===== src/rtl/mmio_pkg.sv =====
// Shared types and constants for the FemtoRV32 MMIO interconnect.
package mmio_pkg;

  typedef enum logic [1:0] {
    IDLE    = 2'd0,
    RD_WAIT = 2'd1,
    WR_WAIT = 2'd2
  } state_t;

  localparam int DATA_W = 32;
  localparam int ADDR_W = 32;
  localparam logic [DATA_W-1:0] DEFAULT_ERR_DATA = 32'hDEADBEEF;

  function automatic int slice_w(input int hi, input int lo);
    return hi - lo + 1;
  endfunction

endpackage


===== src/rtl/mmio_addr_match.sv =====
// Base/mask address decoder: lowest-index hit wins, optional fallback slot on a miss.
module mmio_addr_match
  import mmio_pkg::*;
#(
  parameter int N_SLOTS      = 8,
  parameter int W            = 16,
  parameter int IDX_W        = 3,
  parameter int DEFAULT_SLOT = 0,
  parameter bit USE_DEFAULT  = 1'b1
) (
  input  logic [W-1:0]         field,
  input  logic [N_SLOTS*W-1:0] base,
  input  logic [N_SLOTS*W-1:0] mask,
  output logic [N_SLOTS-1:0]   sel,
  output logic [IDX_W-1:0]     idx,
  output logic                 miss
);

  logic [N_SLOTS-1:0] hit;

  always_comb begin
    for (int i = 0; i < N_SLOTS; i++) begin
      hit[i] = ((field ^ base[i*W +: W]) & mask[i*W +: W]) == '0;
    end
  end

  // Scan downward so the lowest matching slot is the last one written.
  always_comb begin
    sel  = '0;
    idx  = IDX_W'(DEFAULT_SLOT);
    miss = 1'b1;
    for (int i = N_SLOTS - 1; i >= 0; i--) begin
      if (hit[i]) begin
        idx  = IDX_W'(i);
        miss = 1'b0;
      end
    end
    if (!miss) begin
      sel[idx] = 1'b1;
    end else if (USE_DEFAULT) begin
      sel[DEFAULT_SLOT] = 1'b1;
    end
  end

endmodule


===== src/rtl/mmio_interconnect.sv =====
// FemtoRV32 data-port interconnect: slot decode, read-return tracking,
// busy aggregation, bus timeout and a sticky error register.
module mmio_interconnect
  import mmio_pkg::*;
#(
  parameter int N_SLOTS = 8,
  parameter int SEL_HI  = 31,
  parameter int SEL_LO  = 16,
  parameter logic [N_SLOTS*slice_w(SEL_HI, SEL_LO)-1:0] SLOT_BASE =
    {16'h0080, 16'h0070, 16'h0060, 16'h0050, 16'h0030, 16'h0040, 16'h0001, 16'h0000},
  parameter logic [N_SLOTS*slice_w(SEL_HI, SEL_LO)-1:0] SLOT_MASK = '1,
  parameter int DEFAULT_SLOT = 0,
  parameter bit USE_DEFAULT  = 1'b1,
  parameter int TIMEOUT      = 1023,
  parameter logic [DATA_W-1:0] ERR_DATA = DEFAULT_ERR_DATA
) (
  input  logic                      clk,
  input  logic                      rst,
  input  logic [ADDR_W-1:0]         m_addr,
  input  logic [DATA_W-1:0]         m_wdata,
  input  logic [3:0]                m_wmask,
  input  logic                      m_rstrb,
  output logic [DATA_W-1:0]         m_rdata,
  output logic                      m_rbusy,
  output logic                      m_wbusy,
  output logic [N_SLOTS-1:0]        s_rd,
  output logic [N_SLOTS-1:0]        s_wr,
  input  logic [N_SLOTS*DATA_W-1:0] s_rdata,
  input  logic [N_SLOTS-1:0]        s_rbusy,
  input  logic [N_SLOTS-1:0]        s_wbusy,
  input  logic                      err_clr,
  output logic                      err,
  output logic [ADDR_W-1:0]         err_addr
);

  localparam int W     = slice_w(SEL_HI, SEL_LO);
  localparam int IDX_W = (N_SLOTS > 1) ? $clog2(N_SLOTS) : 1;
  localparam int CNT_W = (TIMEOUT > 0) ? $clog2(TIMEOUT + 1) : 1;
  localparam logic [CNT_W-1:0] CNT_MAX = '1;
  localparam logic [CNT_W-1:0] TO_VAL  = CNT_W'(TIMEOUT);

  logic [N_SLOTS-1:0] sel;
  logic [IDX_W-1:0]   idx;
  logic               miss;
  state_t             state;
  logic [CNT_W-1:0]   cnt;
  logic [IDX_W-1:0]   rd_idx;
  logic [IDX_W-1:0]   wr_idx;
  logic               timed_out;
  logic               miss_rd;
  logic [ADDR_W-1:0]  acc_addr;
  logic               wr_req;
  logic               routed;
  logic               miss_err;
  logic               timeout_hit;
  logic               unused_ok;

  mmio_addr_match #(
    .N_SLOTS(N_SLOTS),
    .W(W),
    .IDX_W(IDX_W),
    .DEFAULT_SLOT(DEFAULT_SLOT),
    .USE_DEFAULT(USE_DEFAULT)
  ) u_match (
    .field(m_addr[SEL_HI:SEL_LO]),
    .base(SLOT_BASE),
    .mask(SLOT_MASK),
    .sel(sel),
    .idx(idx),
    .miss(miss)
  );

  // Write data goes to the slots on the shared bus, not through this block.
  assign unused_ok = ^m_wdata;

  assign wr_req      = |m_wmask;
  assign routed      = !miss || USE_DEFAULT;
  assign miss_err    = miss && !USE_DEFAULT && (m_rstrb || wr_req);
  assign timeout_hit = (TIMEOUT > 0) && (state != IDLE) && (cnt == TO_VAL);

  assign s_rd = m_rstrb ? sel : '0;
  assign s_wr = wr_req  ? sel : '0;

  assign m_rbusy = (state == RD_WAIT) && s_rbusy[rd_idx] && !timeout_hit;
  // A combined read+write tracks the read, so the write busy is passed through directly.
  assign m_wbusy = ((state == WR_WAIT) && s_wbusy[wr_idx] && !timeout_hit) ||
                   (m_rstrb && wr_req && routed && s_wbusy[idx]);
  assign m_rdata = (timed_out || miss_rd) ? ERR_DATA : s_rdata[rd_idx*DATA_W +: DATA_W];

  always_ff @(posedge clk or posedge rst) begin
    if (rst) begin
      state     <= IDLE;
      cnt       <= '0;
      rd_idx    <= IDX_W'(DEFAULT_SLOT);
      wr_idx    <= IDX_W'(DEFAULT_SLOT);
      timed_out <= 1'b0;
      miss_rd   <= 1'b0;
      acc_addr  <= '0;
      err       <= 1'b0;
      err_addr  <= '0;
    end else begin
      if (m_rstrb) begin
        timed_out <= 1'b0;
        miss_rd   <= 1'b0;
      end
      if (m_rstrb && routed) begin
        state    <= RD_WAIT;
        rd_idx   <= idx;
        cnt      <= '0;
        acc_addr <= m_addr;
        if (wr_req) begin
          wr_idx <= idx;
        end
      end else if (wr_req && routed) begin
        state    <= WR_WAIT;
        wr_idx   <= idx;
        cnt      <= '0;
        acc_addr <= m_addr;
      end else begin
        if (m_rstrb) begin
          miss_rd <= 1'b1;
        end
        case (state)
          RD_WAIT: begin
            if (timeout_hit) begin
              state     <= IDLE;
              timed_out <= 1'b1;
            end else if (s_rbusy[rd_idx]) begin
              if (cnt != CNT_MAX) cnt <= cnt + 1'b1;
            end else begin
              state <= IDLE;
            end
          end
          WR_WAIT: begin
            if (timeout_hit) begin
              state     <= IDLE;
              timed_out <= 1'b1;
            end else if (s_wbusy[wr_idx]) begin
              if (cnt != CNT_MAX) cnt <= cnt + 1'b1;
            end else begin
              state <= IDLE;
            end
          end
          default: state <= IDLE;
        endcase
      end

      // A new error beats a simultaneous clear and re-captures the address.
      if (miss_err || timeout_hit) begin
        err <= 1'b1;
        if (!err || err_clr) begin
          err_addr <= miss_err ? m_addr : acc_addr;
        end
      end else if (err_clr) begin
        err <= 1'b0;
      end
    end
  end

endmodule


===== config.mk =====
export PLATFORM = sky130hd
export DESIGN_NAME = mmio_interconnect
export DESIGN_NICKNAME = d
export VERILOG_FILES = /design/src/rtl/mmio_pkg.sv /design/src/rtl/mmio_addr_match.sv /design/src/rtl/mmio_interconnect.sv
export SDC_FILE = /design/constraint.sdc
export NUM_CORES = 1
export LEC_CHECK = 0
export ABC_CLOCK_PERIOD_IN_PS = 7500
export BUFFER_PORTS_ARGS = -buffer_cell sky130_fd_sc_hd__buf_2
export CORE_AREA = 2 2 168 170
export CTS_CLUSTER_SIZE = 30
export DETAILED_ROUTE_END_ITERATION = 8
export DIE_AREA = 0 0 170 172
export PLACE_DENSITY = 0.47
export SLEW_MARGIN = 20
export SYNTH_ARGS = -nofsm -noshare
export SYNTH_HDL_FRONTEND = slang
export SYNTH_SLANG_ARGS = --single-unit

===== constraint.sdc =====
create_clock -name clk -period 7.5 [get_ports clk]
set_input_delay 1.5 -clock clk [delete_from_list [all_inputs] [get_ports clk]]
set_output_delay 1.5 -clock clk [all_outputs]
set_load 0.02 [all_outputs]

==> reports/metrics.yaml <==
status:
  run_status: "completed"
routing:
  remaining_drc_errors: 0
  wire_per_inst_microns: 22.35
  firstDrtPassIters: 5
  num_vias: 6056
  wl_mm: 28.43
  vias_per_cell: 4.761
  ant_nets: 0
  drtIter0Drc: 349
final_layout:
  post_route_cells_drive_above_1_share_pct: 57.97
  syn_to_final_growth_pct: 42.70
  fin_nets: 1259
  regArea_sq_um: 2111
  multiInputGateArea_sq_um: 3660
  fin_cells: 1272
  post-route-util_pct: 31.20
  fillerInstances: 2973
power_and_ir_drop:
  total_power_mw: 1.152
  p_switching_mw: 0.3174
  p_comb_share_pct: 22.1
  cellPowerDensity_nw_per_um2: 134.4
  swShare_pct: 27.55
  peakVddDrop_v: 0.0001063
  pwr-share-clk_pct: 36.1
  p_int_mw: 0.8348
  p_seq_share_pct: 41.8
  leakagePower_nw: 4.252
global_route:
  grt_pass1_vias: 6105
  overflow: 0
  antenna_found_initial: 23
  grt_use_total_pct: 18.95
  grt_max_degree: 70
  grt_pass1_wl_mm: 40.17
placement:
  dpl.hpwl_mm: 23.72
  portBuffers: 394
  dp_slack_ns: 2.429
  place.gp.congestion: 0.8918
  dp_cells: 1246
yosys:
  synthesis.nets: 891
  syn_inst: 543
  yosysSeqAreaShare_pct: 34.99
  synthAdderAreaFrac_pct: 0.8332
  synth.area.mux_share_pct: 33.33
  synth_cell_types: 52
  synth_warnings: 0
  synth_enable_flop_cells: 0
  synth-simple-area-share_pct: 18.12
  ys.flop_type: "dfrtp_1"
  synth-xor-area-share_pct: 0.4374
  synth_top_family_by_area: "multiplexers"
  synth_compound_area_share_pct: 8.165
  syn_avg_cell_area_sq_um: 11.06
  synth_area_sq_um: 6007
  synth-async-reset-ratio_pct: 100.0
  synth-seq-cells: 84
clock_network:
  cts_hold_buf: 0
  cts.sinks: 84
  cts-htree-levels: 3
  cts-buffers-inserted: 9
  clockRootBuffer: "clkbuf_16"
  clk_pin_slew_ns: 0.06
  postCtsSetupBuffers: 0
  cts.repair.resized: 0
  clockBufferDepth: 2
  clkLatencyLatePin_ns: 0.34
  cts_tree: "built"
setup_path:
  crit_required_ns: 6.00
  worst_path_most_repeated_cell: "buf_2"
  cp.arrival_ns: 3.59
  worstPathMaxFanout: 8
  worstPathCellList: "buf_2 -> nor3_1 -> nand4_1 -> nor2_2 -> a21oi_1 -> a22o_1 -> o32ai_2 -> buf_2"
  end_kind: "output port"
  slowest_delay_ns: 0.43
  crit_type: "input port to output port"
  start_kind: "input port"
  cpMaxStageDelayCell: "nor3_1"
timing:
  worstMarginPinSlew_ns: 1.007
  hold_viol_final: 0
  maxSlewHeadroom_pct: 32.84
  period_needed_ns: 5.090
  setup_viol: 0
  fin_crit_sh_pct: 67.87
  tns_ns: 0
  fmax_mhz: 196.5
  rsz0062_at_grt: "no"
  worst_slack_ns: 2.410
  slew_viol_final: 0
  finClkSkew_ns: 0.005652
floorplan:
  core_sq_um: 27480
  die_w_microns: 170
  rows: 61
  start_util_pct: 21.86
  die_y_microns: 172
  ios: 427
  die-area_sq_um: 29240
job:
  cap_violations: 0
min_path:
  hp-class: "flop to flop"
-- worst max-delay path, delay by kind of cell --
kind,cells,cell delay (ns)
AND/OR/NAND/NOR,3,1.15
buffers and inverters,2,0.33
AO/OA/AOI/OAI,3,0.61
-- cells in the mapped netlist (2+ instances only) --
master | number | share of area [%]
or3_1 | 6 | 0.62
dfrtp_1 | 84 | 35
nor2_1 | 34 | 2.1
nor3_1 | 5 | 0.42
and4_1 | 2 | 0.29
nand2_1 | 107 | 6.7
nor4_4 | 2 | 0.71
nor3b_1 | 2 | 0.25
buf_4 | 3 | 0.37
clkbuf_1 | 24 | 1.5
buf_1 | 5 | 0.31
nand4_1 | 3 | 0.31
nor2b_1 | 27 | 2.8
or4_1 | 6 | 0.75
a21oi_1 | 14 | 1.2
a211o_1 | 24 | 3.5
buf_2 | 9 | 0.75
mux2i_1 | 11 | 1.8
a31oi_1 | 3 | 0.31
mux4_2 | 66 | 25
o21ai_0 | 11 | 0.92
or4_4 | 2 | 0.37
buf_6 | 3 | 0.56
mux2_2 | 26 | 4.9
inv_1 | 10 | 0.62
nand2_2 | 2 | 0.21
ha_1 | 4 | 0.83
mux2_1 | 10 | 1.9
xor2_1 | 3 | 0.44
o31ai_1 | 4 | 0.50
nand3_1 | 9 | 0.75
or3_2 | 2 | 0.25
-- state kept, by name (all words and copies together), names as in the netlist --
name,count
acc_addr,32
timed_out,1
err,1
wr_idx,3
state,2
cnt,10
rd_idx,3
err_addr,32
-- placed cells by master (no fill, tap or decap), types with 4 or more instances in the layout --
cell type and count:
dfrtp_1 81, or3_1 6, nand3_1 9, o21ai_0 11
nor2b_1 27, o31ai_1 4, ha_1 4, mux4_2 66
nand2_1 107, clkbuf_16 9, inv_1 9, mux2_2 26
mux2_1 10, buf_2 394, diode_2 10, a211o_1 24
nor3_1 5, a21oi_1 14, mux2i_1 11, buf_4 7
or4_1 6, nor2_1 33
-- routing by layer --
layer  vias up  wire [microns]  track usage, %
li1       2773               -               -
met1      2935           11540           23.21
met2       296           13650           32.33
met3        42            2769           5.837
met4        10             405           5.240
met5         -              64               0
-- kinds of logic (layout without fill, tap and decap cells) --
group           count (synthesis)  after routing
flops                          84             84
fa+ha+maj                       4              4
other cells                     0             10
mux                           113            113
simple gates                  219            219
buf+inv                        54            427
xor+xnor                        3              3
compound gates                 66             66
-- final timing paths --
path                       cells past startpoint    startpoint            to  slack [ns]
hold reg to reg                                2  acc_addr[11]  acc_addr[11]        0.46
min in group asynchronous                      2           rst  err_addr[23]        1.13
setup / recovery                               8    m_addr[24]       m_wbusy        2.41
setup reg to reg                               7     rd_idx[0]        cnt[7]        4.14
hold / removal                                 2  acc_addr[11]  acc_addr[11]        0.46
max in group asynchronous                      3           rst  err_addr[17]        5.23
-- power by group through the flow --
| stage | combinational [mW] | sequential [mW] | clock, mW |
|---|---|---|---|
| 6_report | 0.255 | 0.481 | 0.416 |
| 5_1_grt | 0.278 | 0.483 | 0.445 |
| 4_1_cts | 0.258 | 0.482 | 0.426 |
| 3_5_place_dp | 0.258 | 0.490 | 0 |
| 3_3_place_gp | 0.255 | 0.490 | 0 |
| 2_1_floorplan | 0.135 | 0.478 | 0 |
-- stage by stage --
stage,cell area (sq um),hold WS [ns]
finish,8572,0.4562
global route,8559,0.4806
CTS,8547,0.4637
detailed placement,8267,0.4495
global placement,8267,0.4441
floorplan,6007,0.4315
-- cell type report --
| cell class | instances | area share [%] |
|---|---|---|
| antenna | 10 | 0.2919 |
| clock buffer | 11 | 2.832 |
| clock inverter | 5 | 0.4379 |
| inverter | 10 | 0.4525 |
| multi-input combinational | 405 | 42.69 |
| sequential | 84 | 24.62 |
| tap | 346 | 5.050 |
| timing repair buffer | 401 | 23.62 |
Power figures use the tool's default switching activity.
